## src/rtl/ufo_pass_scheduler.sv

```systemverilog
// ufo_pass_scheduler: launches the bonus UFO after a pseudo-random frame gap, tracks the pass and runs the explosion hold-off.
// Optional feature: define UFO_ALT_DIR_EN to alternate the flight direction on every launch (otherwise direction is 0).
module ufo_pass_scheduler #(
  parameter int unsigned MIN_GAP_FRAMES      = 64,
  parameter int unsigned GAP_RAND_BITS       = 7,
  parameter int unsigned EXPLODE_FRAMES      = 16,
  parameter int unsigned PASS_TIMEOUT_FRAMES = 300,
  parameter logic [15:0] LFSR_SEED           = 16'hACE1
) (
  input  logic       clk,
  input  logic       resetN,
  input  logic       startOfFrame,
  input  logic       enable,
  input  logic       shipHit,
  input  logic       shipExited,
  output logic       launch,
  output logic       shipActive,
  output logic       exploding,
  output logic       direction,
  output logic [8:0] bonusScore,
  output logic       scoreValid,
  output logic [7:0] passCount
);

  typedef enum logic [1:0] {IDLE, WAIT_GAP, FLYING, EXPLODE} state_t;

  localparam logic [9:0] TIMEOUT_LD = 10'(PASS_TIMEOUT_FRAMES);
  localparam logic [9:0] EXPL_LD    = 10'(EXPLODE_FRAMES);

  state_t      state, state_nxt;
  logic [9:0]  cnt, cnt_nxt;
  logic [15:0] lfsr;
  logic        launch_nxt, active_nxt, expl_nxt, sv_nxt;
  logic [8:0]  score_nxt;
  logic [7:0]  pc_nxt;
  logic        frame_end;
  logic [9:0]  gap_val;

  // Gap reload: minimum plus masked LFSR bits, clamped so it never wraps the 10-bit counter.
  function automatic logic [9:0] gap_sat(input logic [15:0] l);
    logic [15:0] mask;
    logic [16:0] sum;
    mask = 16'((32'd1 << GAP_RAND_BITS) - 32'd1);
    sum  = 17'(MIN_GAP_FRAMES) + {1'b0, l & mask};
    if (sum > 17'd1023) gap_sat = 10'd1023;
    else                gap_sat = sum[9:0];
  endfunction

  function automatic logic [8:0] score_lut(input logic [1:0] sel);
    case (sel)
      2'd0:    score_lut = 9'd50;
      2'd1:    score_lut = 9'd100;
      2'd2:    score_lut = 9'd150;
      default: score_lut = 9'd300;
    endcase
  endfunction

  assign gap_val = gap_sat(lfsr);

  // Free-running Fibonacci LFSR, taps 16,14,13,11
  always_ff @(posedge clk or negedge resetN) begin
    if (!resetN) lfsr <= LFSR_SEED;
    else         lfsr <= {lfsr[14:0], lfsr[15] ^ lfsr[13] ^ lfsr[12] ^ lfsr[10]};
  end

  always_comb begin
    state_nxt  = state;
    cnt_nxt    = cnt;
    launch_nxt = 1'b0;
    active_nxt = shipActive;
    expl_nxt   = exploding;
    sv_nxt     = 1'b0;
    score_nxt  = bonusScore;
    pc_nxt     = passCount;
    frame_end  = startOfFrame && (cnt == 10'd1);
    if (!enable) begin
      state_nxt  = IDLE;
      cnt_nxt    = '0;
      active_nxt = 1'b0;
      expl_nxt   = 1'b0;
    end else begin
      case (state)
        IDLE: begin
          active_nxt = 1'b0;
          expl_nxt   = 1'b0;
          state_nxt  = WAIT_GAP;
          cnt_nxt    = gap_val;
        end
        WAIT_GAP: begin
          if (frame_end) begin
            launch_nxt = 1'b1;
            active_nxt = 1'b1;
            pc_nxt     = passCount + 8'd1;
            state_nxt  = FLYING;
            cnt_nxt    = TIMEOUT_LD;
          end else if (startOfFrame) begin
            cnt_nxt = cnt - 10'd1;
          end
        end
        FLYING: begin
          if (shipHit) begin
            active_nxt = 1'b0;
            expl_nxt   = 1'b1;
            sv_nxt     = 1'b1;
            score_nxt  = score_lut(lfsr[1:0]);
            state_nxt  = EXPLODE;
            cnt_nxt    = EXPL_LD;
          end else if (shipExited || frame_end) begin
            active_nxt = 1'b0;
            state_nxt  = WAIT_GAP;
            cnt_nxt    = gap_val;
          end else if (startOfFrame) begin
            cnt_nxt = cnt - 10'd1;
          end
        end
        EXPLODE: begin
          if (frame_end) begin
            expl_nxt  = 1'b0;
            state_nxt = WAIT_GAP;
            cnt_nxt   = gap_val;
          end else if (startOfFrame) begin
            cnt_nxt = cnt - 10'd1;
          end
        end
        default: begin
          state_nxt = IDLE;
          cnt_nxt   = '0;
        end
      endcase
    end
  end

  always_ff @(posedge clk or negedge resetN) begin
    if (!resetN) begin
      state      <= IDLE;
      cnt        <= '0;
      launch     <= 1'b0;
      shipActive <= 1'b0;
      exploding  <= 1'b0;
      scoreValid <= 1'b0;
      bonusScore <= '0;
      passCount  <= '0;
    end else begin
      state      <= state_nxt;
      cnt        <= cnt_nxt;
      launch     <= launch_nxt;
      shipActive <= active_nxt;
      exploding  <= expl_nxt;
      scoreValid <= sv_nxt;
      bonusScore <= score_nxt;
      passCount  <= pc_nxt;
    end
  end

`ifdef UFO_ALT_DIR_EN
  logic dir_nxt;

  // Direction flips together with the launch pulse and holds for the whole pass
  always_comb begin
    dir_nxt = direction;
    if (launch_nxt) dir_nxt = ~direction;
  end

  always_ff @(posedge clk or negedge resetN) begin
    if (!resetN) direction <= 1'b0;
    else         direction <= dir_nxt;
  end
`else
  assign direction = 1'b0;
`endif

endmodule

```

## config.mk

```make
export PLATFORM = sky130hd
export DESIGN_NAME = ufo_pass_scheduler
export DESIGN_NICKNAME = d
export VERILOG_FILES = /design/src/rtl/ufo_pass_scheduler.sv
export SDC_FILE = /design/constraint.sdc
export NUM_CORES = 1
export LEC_CHECK = 0
export BUFFER_PORTS_ARGS = -buffer_cell sky130_fd_sc_hd__buf_2
export CORE_UTILIZATION = 57
export DETAILED_ROUTE_END_ITERATION = 10
export PLACE_DENSITY = 0.87
export SKIP_CTS_REPAIR_TIMING = 1
export SYNTH_ARGS = -nofsm -noshare
export SYNTH_HDL_FRONTEND = slang
export SYNTH_SLANG_ARGS = --single-unit
```

## constraint.sdc

```tcl
create_clock -name clk -period 2.8 [get_ports clk]
set_input_delay 0.56 -clock clk [delete_from_list [all_inputs] [get_ports clk]]
set_output_delay 0.56 -clock clk [all_outputs]
set_load 0.005 [all_outputs]
```

==> impl_results.md <==
- Status: finished, final reports clean
- Post-Synthesis Cells: 197
- Clock tree buffer depth: 2
- Setup crit end kind: flip-flop
- Sequential share of the synthesized area: 53.4%
- Die Wd: 63.8 µm
- GRT Total Usage: 21.9%
- Fin. max-slew vios: 0
- Worst r2r dst: cnt[3]
- Worst Hold Launch: lfsr[8]
- 1st-pass router iterations: 5
- Post-route setup TNS: 0 ps
- Hold EP: lfsr[9]
- Synth Cell Area: 0.00217 mm²
- Crit path max fanout: 17
- DP Cell Count: 263
- Avg Inst Size Synth: 11.0 µm²
- WL final: 3830 µm
- Lkg Pwr: 1.16 nW
- Crit path launch type: flip-flop
- Share of cells above drive strength 1: 24.2%
- DR vias/cell: 5.62
- GPL Wtd Cong: 0.834
- CP Class: reg -> reg
- RSZ-0062 raised after global routing: false
- Routed length per instance: 14.1 µm
- Period utilisation layout: 82.0%
- H-tree levels: 2
- Non-Filler Instances: 271
- Drt drc: 0
- Post-synthesis register bit count: 46
- GRT Residual Overflow: 0
- Reg2Reg Setup Slack: 500 ps
- Final Critical Period: 2300 ps
- Share of async-settable or async-resettable flops after synthesis: 100%
- Clk sinks: 46
- R2r startpoint: cnt[6]
- Hold Crit Class: reg -> reg
- Iter 0 DRT Violations: 65
- Worst hold path depth: 0
- Vias in the first global route: 1513
- IO Port Bufs: 25
- Synth warnings: 0
- Fin area: 0.00240 mm²
- Clock skew: 9.24 ps
- Max Clk Rate: 435 MHz
- Maxcap violations: 0
- Placed Instance Area: 0.00231 mm²
- Post-route ant nets: 0
- CTS buffer count: 5
- Ant. Diodes: 0
- Data arrival, critical path: 2480 ps
- Post-synth EDFFs: 0
- Slew @ Worst Pin: 958 ps
- Worst Reg-to-Reg Cells: 5
- Initial antenna violation count: 0
- Die Height: 63.8 µm
- Root Buffer: clkbuf_8
- Final setup fails: 0
- Core box area: 0.00366 mm²
- Yosys cell types: 51
- Starting Density: 59.4%
- DIE AREA: 0.00407 mm²
- Slew headroom: 36.1%
- I/O Pins: 28
- PwrDens: 549 mW/mm²
- Required time of the critical path: 2980 ps
- Pin count of the biggest net entering global routing: 47
- Fillers: 291
- CTS tree: built
- Max IR drop VDD: 0.000363 V
- Nets@finish: 235
- Worst-Skew Late Latency: 300 ps
- Area Growth Syn to Fin: 10.4%
- Hold Vio Cnt, Final: 0
- Row count: 22
- Top_reg_cell synth: dfrtp_1
- First-pass GRT wire length: 6770 µm
- Hpwl dp: 2700 µm
- Via Count: 1522
- Clock transition at path regs: 90 ps
[metal layers]
metal  global-route usage, %  routed length [µm]
met3                    3.75                 154
met2                    35.4                1860
met5                       0                   0
met1                    28.9                1740
met4                    10.2                  76
[cells in the final DEF, fill, tap and decap left out, types with 4 or more instances in the layout]
| master | Yosys | routed |
|---|---|---|
| dfrtp_1 | 38 | 38 |
| buf_2 | 0 | 25 |
| nand2_1 | 18 | 18 |
| o21ai_0 | 15 | 15 |
| xnor2_1 | 11 | 11 |
| inv_1 | 9 | 9 |
| nor2_1 | 8 | 8 |
| dfstp_2 | 8 | 8 |
| xor2_1 | 7 | 7 |
| ha_1 | 7 | 7 |
| a21oi_1 | 6 | 6 |
| nor3_1 | 5 | 5 |
| clkbuf_8 | 0 | 5 |
| o2bb2ai_1 | 4 | 4 |
| nand3_1 | 4 | 4 |
[flip-flops by register name (all words and copies together) (netlist names)]
signal and count:
bonusScore 6, cnt 10, exploding 1, launch 1, lfsr 16, passCount 8, scoreValid 1, shipActive 1
state 2
[stage by stage]
step	utilization, %	power [mW]	hold slack (ps)	worst slack, ps
after floorplan	-	0.853	264	586
after global routing	65.6	1.39	361	411
final	65.6	1.32	357	504
after detailed placement	63.0	0.907	344	521
after CTS	65.6	1.33	360	502
after global placement	63.0	0.903	334	542
[synthesized netlist by cell type, types with 3 or more instances]
cell type,number,area [µm²]
dfstp_2,8,210
ha_1,7,87.6
xnor2_1,11,96.3
nor2_1,8,30.0
o2bb2ai_1,4,35.0
or2_2,3,18.8
inv_1,9,33.8
clkbuf_1,3,11.3
nor2b_1,3,18.8
o21ai_0,15,75.1
a21oi_1,6,30.0
buf_4,4,30.0
nand2_1,18,67.6
dfrtp_1,38,951
nand3_1,4,20.0
nor3_1,5,25.0
xor2_1,7,61.3
[report_power, final]
part | internal, mW | switching [mW] | total [mW]
Clock | 0.185 | 0.238 | 0.423
Combinational | 0.0814 | 0.108 | 0.189
Sequential | 0.686 | 0.0195 | 0.705
[cell families after synthesis]
kind of cell,after synthesis,synth area share (%)
compound gates,44,13.8
xor+xnor,18,7.25
fa+ha+maj,7,4.03
buf+inv,19,4.89
flops,46,53.4
mux,2,0.978
other cells,1,0.172
simple gates,60,15.5
[cell type report]
cell class              count  area, µm²  area share, %
flip-flops and latches     46       1160           48.4
inverters                   9       33.8           1.41
clock inverters             3       26.3           1.09
well taps                  48       60.1           2.50
repair buffers             27        140           5.84
clock buffers               5       68.8           2.87
multi-input cells         133        911           37.9
[worst max path at each step]
stage / startpoint / end / slack (ps) / depth (start not counted)
3_5_place_dp: cnt[4] / passCount[1] / 520 / 4
4_1_cts: cnt[4] / cnt[3] / 500 / 5
3_3_place_gp: cnt[7] / passCount[1] / 540 / 4
6_report: cnt[6] / cnt[3] / 500 / 5
5_1_grt: cnt[4] / cnt[3] / 410 / 5
2_1_floorplan: cnt[7] / cnt[2] / 590 / 6
[worst max-delay path: stages, from the launching register on]
cell and delay [ps]:
dfrtp_1 410, or4_4 550, or4_4 660, or3_1 360, o211ai_1 100, a31oi_1 100
Power figures use the tool's default switching activity.
